`src/rtl/wb_pkg.sv`:
```
// Shared encodings for the write-back stage: load-size codes, FSM states and
// the load alignment rule used by load_align.
package wb_pkg;

  localparam logic [1:0] LD_B = 2'd0;
  localparam logic [1:0] LD_H = 2'd1;
  localparam logic [1:0] LD_W = 2'd2;
  localparam logic [1:0] LD_D = 2'd3;

  typedef enum logic [1:0] {
    IDLE     = 2'd0,
    WAIT_MEM = 2'd1,
    WRITE    = 2'd2,
    DRAIN    = 2'd3
  } state_t;

  // A load must sit on its natural boundary; a dword never fits a 32-bit datapath.
  function automatic logic ld_misaligned(input logic [1:0] ldsize,
                                         input logic [2:0] off,
                                         input logic       narrow);
    case (ldsize)
      LD_H:    return off[0];
      LD_W:    return off[1:0] != 2'b00;
      LD_D:    return narrow || (off != 3'b000);
      default: return 1'b0;
    endcase
  endfunction

endpackage

```
`src/rtl/load_align.sv`:
```
// Combinational load formatter: picks the addressed byte/half/word/dword out of
// a little-endian memory word and sign- or zero-extends it to the datapath width.
module load_align
  import wb_pkg::*;
#(
  parameter int DATA_W = 32,
  parameter int OFF_W  = 2
) (
  input  logic [DATA_W-1:0] raw,
  input  logic [OFF_W-1:0]  addr_lo,
  input  logic [1:0]        ldsize,
  input  logic              ldsign,
  output logic [DATA_W-1:0] data,
  output logic              err
);

  logic [DATA_W-1:0] shifted;
  logic [DATA_W-1:0] word_ext;
  logic [2:0]        off3;

  assign shifted = raw >> {addr_lo, 3'b000};
  assign off3    = 3'(addr_lo);

  // On a 32-bit datapath a word already fills the register, so ldsign has no effect.
  if (DATA_W == 64) begin : g_word64
    assign word_ext = {{32{ldsign & shifted[31]}}, shifted[31:0]};
  end else begin : g_word32
    assign word_ext = shifted;
  end

  always_comb begin
    data = raw;
    case (ldsize)
      LD_B:    data = {{(DATA_W-8){ldsign & shifted[7]}}, shifted[7:0]};
      LD_H:    data = {{(DATA_W-16){ldsign & shifted[15]}}, shifted[15:0]};
      LD_W:    data = word_ext;
      default: data = raw;
    endcase
  end

  assign err = ld_misaligned(ldsize, off3, DATA_W == 32);

endmodule

```
`src/rtl/wb_pipe.sv`:
```
// Write-back stage: accepts one instruction from MEM, waits for load data when
// needed, and issues a single register-file write (or a load error) per instruction.
module wb_pipe
  import wb_pkg::*;
#(
  parameter int  DATA_W    = 32,
  parameter int  RA_W      = 5,
  parameter int  ZERO_LOCK = 1,
  localparam int OFF_W     = $clog2(DATA_W / 8)
) (
  input  logic              clk,
  input  logic              reset,
  input  logic              in_valid,
  output logic              in_ready,
  input  logic              in_memtoreg,
  input  logic              in_regwrite,
  input  logic [1:0]        in_ldsize,
  input  logic              in_ldsign,
  input  logic [OFF_W-1:0]  in_addr_lo,
  input  logic [DATA_W-1:0] in_aluout,
  input  logic [RA_W-1:0]   in_rd,
  input  logic              mem_rvalid,
  input  logic [DATA_W-1:0] mem_rdata,
  input  logic              flush,
  output logic              rf_we,
  output logic [RA_W-1:0]   rf_waddr,
  output logic [DATA_W-1:0] rf_wdata,
  output logic              ld_err,
  output logic              busy
);

  state_t state_q, state_d;

  logic              memtoreg_q;
  logic              regwrite_q;
  logic [1:0]        ldsize_q;
  logic              ldsign_q;
  logic [OFF_W-1:0]  addr_lo_q;
  logic [DATA_W-1:0] aluout_q;
  logic [RA_W-1:0]   rd_q;
  logic [DATA_W-1:0] rdata_q;
  logic [RA_W-1:0]   waddr_q;
  logic [DATA_W-1:0] wdata_q;

  logic              handshake;
  logic              in_write;
  logic              ld_fault;
  logic              align_err;
  logic [DATA_W-1:0] ld_data;
  logic [DATA_W-1:0] new_wdata;

  // Acceptance is only possible in IDLE or WRITE; flush and reset both veto it.
  assign in_ready  = !reset && !flush && (state_q == IDLE || state_q == WRITE);
  assign handshake = in_valid && in_ready;

  load_align #(
    .DATA_W (DATA_W),
    .OFF_W  (OFF_W)
  ) u_load_align (
    .raw     (rdata_q),
    .addr_lo (addr_lo_q),
    .ldsize  (ldsize_q),
    .ldsign  (ldsign_q),
    .data    (ld_data),
    .err     (align_err)
  );

  assign ld_fault  = memtoreg_q && align_err;
  assign new_wdata = memtoreg_q ? ld_data : aluout_q;
  assign in_write  = (state_q == WRITE) && !reset && !flush;

  assign ld_err   = in_write && ld_fault;
  assign rf_we    = in_write && regwrite_q && !ld_fault &&
                    ((ZERO_LOCK == 0) || (rd_q != '0));
  assign rf_waddr = rf_we ? rd_q : waddr_q;
  assign rf_wdata = rf_we ? new_wdata : wdata_q;
  assign busy     = !reset && (state_q != IDLE);

  always_comb begin
    state_d = state_q;
    case (state_q)
      IDLE: begin
        if (handshake) state_d = in_memtoreg ? WAIT_MEM : WRITE;
      end
      WAIT_MEM: begin
        // A flush that coincides with the data needs no drain; the data is simply dropped.
        if (flush)           state_d = mem_rvalid ? IDLE : DRAIN;
        else if (mem_rvalid) state_d = WRITE;
      end
      WRITE: begin
        if (handshake) state_d = in_memtoreg ? WAIT_MEM : WRITE;
        else           state_d = IDLE;
      end
      DRAIN: begin
        if (mem_rvalid) state_d = IDLE;
      end
      default: state_d = IDLE;
    endcase
  end

  always_ff @(posedge clk) begin
    if (reset) begin
      state_q    <= IDLE;
      memtoreg_q <= 1'b0;
      regwrite_q <= 1'b0;
      waddr_q    <= '0;
      wdata_q    <= '0;
    end else begin
      state_q <= state_d;
      if (handshake) begin
        memtoreg_q <= in_memtoreg;
        regwrite_q <= in_regwrite;
      end
      if (rf_we) begin
        waddr_q <= rd_q;
        wdata_q <= new_wdata;
      end
    end
  end

  // Datapath captures need no reset: they are only observed after a handshake.
  always_ff @(posedge clk) begin
    if (handshake) begin
      ldsize_q  <= in_ldsize;
      ldsign_q  <= in_ldsign;
      addr_lo_q <= in_addr_lo;
      aluout_q  <= in_aluout;
      rd_q      <= in_rd;
    end
    if (!reset && state_q == WAIT_MEM && mem_rvalid && !flush) begin
      rdata_q <= mem_rdata;
    end
  end

endmodule

```
`config.mk`:
```
export PLATFORM = sky130hd
export DESIGN_NAME = wb_pipe
export DESIGN_NICKNAME = d
export VERILOG_FILES = /design/src/rtl/wb_pkg.sv /design/src/rtl/load_align.sv /design/src/rtl/wb_pipe.sv
export SDC_FILE = /design/constraint.sdc
export NUM_CORES = 1
export LEC_CHECK = 0
export CELL_PAD_IN_SITES_DETAIL_PLACEMENT = 1
export CELL_PAD_IN_SITES_GLOBAL_PLACEMENT = 1
export CORE_MARGIN = 8
export CORE_UTILIZATION = 44
export DETAILED_ROUTE_END_ITERATION = 10
export HOLD_SLACK_MARGIN = 0.05
export PLACE_DENSITY = 0.95
export SKIP_CTS_REPAIR_TIMING = 1
export SYNTH_ARGS = -nofsm -noshare
export SYNTH_HDL_FRONTEND = slang
export SYNTH_HIERARCHICAL = 1
export SYNTH_SLANG_ARGS = --single-unit
```
`constraint.sdc`:
```
create_clock -name clk -period 9.29 [get_ports clk]
set_input_delay 1.858 -clock clk [delete_from_list [all_inputs] [get_ports clk]]
set_output_delay 1.858 -clock clk [all_outputs]
set_load 0.005 [all_outputs]
```
==> impl_metrics.csv <==
group,metric,value,unit
floorplanning,die_height,131,um
floorplanning,rows,42,
logic_synthesis,yosysSeqAreaShare,0.523,
global_route,grt-ovfl-total,0,
power,finalPower,1.29,mW
setup_path,cp_top_family,"buffers and inverters",
routing,first_iter_violations,215,
setup_path,slowest_stage,"nor4b_1",
floorplanning,dieArea,0.0172,sq mm
timing,tns,0,ns
cts,root_buffer,"clkbuf_16",
timing,post-route-period-util,0.766,
timing,fmaxAchievable,140,MHz
routing,drc,0,
routing,antenna_left,0,
power,power_density,167,mW/mm^2
timing,clock_skew,0.00520,ns
routing,wl_per_cell,23.5,um
floorplanning,core_area,0.0131,sq mm
setup_path,crit_chain,"clkdlybuf4s50_1, buf_4, nor4b_1, o2111ai_4, buf_4, inv_4, mux2_2, clkdlybuf4s50_1",
power,p_leak,2.84,nW
setup_path,arrival,5.26,ns
setup_path,end_kind,"output pin",
cts,cts_htree_levels,4,
logic_synthesis,synthDistinctLibCells,46,
routing,first_pass_iters,4,
logic_synthesis,synth.avg_cell_area,12.9,sq um
setup_path,worst-path-buf-inv,5,
power,ir_worst_vdd,115,uV
setup_path,startpoint_type,"primary input",
layout,post_route_cells_drive_above_1_share,0.265,
floorplanning,start_util,0.445,
job,drv_cap,0,
layout,nets,652,
timing,slew_headroom,0.311,
cts,clock_path_buffers,2,
timing,drv_slew,0,
global_route,grt_pass1_vias,4778,
hold_path,hold_path.class,"flip-flop to flip-flop",
cts,clk_pin_slew,0.05,ns
cts,cts_num_sinks,115,
floorplanning,die_w,131,um
logic_synthesis,yosysWarnings,6,
timing,rsz0062_at_grt,"no",
place,dpl.hpwl,12.2,mm
layout,syn2layout_area_growth,32.8,%
timing,worst_pin_slew,1.02,ns
routing,routed_via_density,5.58,
routing,wl,17.8,mm
run_status,status,"finished, final reports clean",
layout,diodes,0,
floorplanning,io_pins,122,
logic_synthesis,synth.cell_area,0.00582,sq mm
setup_path,crit_type,"primary input to output pin",
cts,clkLatencyLatePin,0.41,ns
global_route,grt_start_max_net_pins,44,
global_route,antenna_found_initial,0,
global_route,grt_pass1_wl,26.9,mm
place,globalplace.congestion,0.843,
global_route,grt_usage,0.212,
logic_synthesis,syn-num-nets,534,
cts,cts_tree,"built",
setup_path,slowest_delay,0.66,ns
setup_path,cp_max_fo,43,
routing,vias,4240,
logic_synthesis,netlist_instances,453,
logic_synthesis,synth-seq-cells,115,
timing,period_needed,7.12,ns
timing,setup_violations,0,
cts,cts_buffers,17,
place,io_buffers,121,
setup_path,crit_required,7.43,ns
timing,hold_viol,0,
report_power, final:
part | switching, mW | internal [mW] | total, mW
logic | 0.0350 | 0.0473 | 0.0823
registers | 0.00581 | 0.552 | 0.557
clock network | 0.235 | 0.417 | 0.652
total | 0.276 | 1.02 | 1.29
per-stage QoR:
| stage | std cells | utilization | setup slack (ns) | hold slack, ns | instance area, sq um |
|---|---|---|---|---|---|
| finish | 760 | 0.591 | 2.17 | 0.487 | 7730 |
| global route | 760 | 0.591 | 2.10 | 0.534 | 7730 |
| CTS | 760 | 0.591 | 2.17 | 0.485 | 7730 |
| detailed placement | 728 | 0.545 | 2.19 | 0.459 | 7130 |
| global placement | 728 | 0.545 | 2.38 | 0.451 | 7130 |
| floorplan | 453 | - | 3.56 | 0.440 | 5820 |
worst reg2reg max path, delay by kind of cell (launching register included):
kind,cells,cell delay (ns)
buffers and inverters,1,0.61
muxes,2,0.57
AOI/OAI and AO/OA,3,1.10
DFF,1,0.99
worst paths after layout:
kind / start / to / slack [ns] / cells past startpoint
setup / recovery: reset / rf_wdata[1] / 2.17 / 8
hold / removal: wdata_q[14]$_SDFF_PP0_ / wdata_q[14]$_SDFF_PP0_ / 0.49 / 2
setup reg to reg: addr_lo_q[0]$_DFFE_PP_ / wdata_q[26]$_SDFF_PP0_ / 5.90 / 6
hold reg to reg: wdata_q[14]$_SDFF_PP0_ / wdata_q[14]$_SDFF_PP0_ / 0.49 / 2
state kept, by name, summed over array words and instances (netlist names):
signal      cells
memtoreg_q      1
addr_lo_q       2
wdata_q        32
ldsize_q        2
rd_q            5
ldsign_q        1
aluout_q       32
rdata_q        32
state_q         2
regwrite_q      1
waddr_q         5
Yosys cell counts (all sizes together):
library cell / instances / area [sq um]
o211ai: 1 / 7.51
o21ai: 23 / 115
buf: 15 / 119
clkinv: 1 / 3.75
a21oi: 22 / 114
o2111ai: 1 / 26.3
nor3: 2 / 10.0
a21boi: 1 / 11.3
or4: 1 / 11.3
or4b: 1 / 10.0
o21a: 8 / 60.1
mux2: 110 / 1350
or3b: 1 / 8.76
nand2b: 3 / 18.8
a221oi: 3 / 26.3
a311o: 1 / 10.0
or2: 1 / 6.26
nand3b: 2 / 15.0
mux2i: 13 / 130
nor4b: 1 / 8.76
dfxtp: 41 / 821
a22oi: 7 / 52.6
and3b: 1 / 8.76
and3: 9 / 56.3
a32o: 1 / 10.0
clkbuf: 12 / 45.0
and2: 8 / 50.1
nor2b: 36 / 225
and4b: 1 / 10.0
edfxtp: 74 / 2220
inv: 3 / 13.8
a2bb2oi: 8 / 70.1
nor4: 1 / 6.26
a221o: 2 / 21.3
nor2: 21 / 78.8
o32ai: 1 / 8.76
nor3b: 1 / 7.51
nand2: 15 / 56.3
metal layers:
metal	part of all wire	up-vias	track usage	wire, um
li1	-	1929	-	-
met1	0.40	2130	0.230	7060
met2	0.51	149	0.367	9100
met3	0.064	32	0.0718	1150
met4	0.030	0	0.0986	528
met5	0	-	0	0
layout by cell type (no fill, tap or decap), drive strengths merged, types with 7 or more instances in the layout:
cell type / netlist / final
clkdlybuf4s50: 0 / 121
mux2: 110 / 110
edfxtp: 74 / 74
dfxtp: 41 / 41
nor2b: 36 / 36
o21ai: 23 / 23
a21oi: 22 / 22
nor2: 21 / 21
clkbuf: 12 / 20
nand2: 15 / 15
mux2i: 13 / 13
and3: 9 / 9
o21a: 8 / 8
and2: 8 / 8
a2bb2oi: 8 / 8
a22oi: 7 / 7
cell families (layout without fill, tap and decap cells):
| family | Yosys count | count (layout) | share of synthesized area |
|---|---|---|---|
| muxes | 123 | 123 | 0.254 |
| buffers and inverters | 31 | 162 | 0.0312 |
| AOI/OAI and AO/OA | 79 | 79 | 0.0915 |
| DFF | 115 | 115 | 0.523 |
| and+or+nand+nor | 105 | 105 | 0.101 |
final cells by class:
type                       count  area (sq um)
clock buffer                  20           468
clock inverter                12           129
fill                        1275          5350
inverter                       4          17.5
multi-input combinational    307          2610
sequential                   115          3040
tap                          176           220
timing repair buffer         126          1250
No activity file was read; power rests on OpenSTA's default activity.
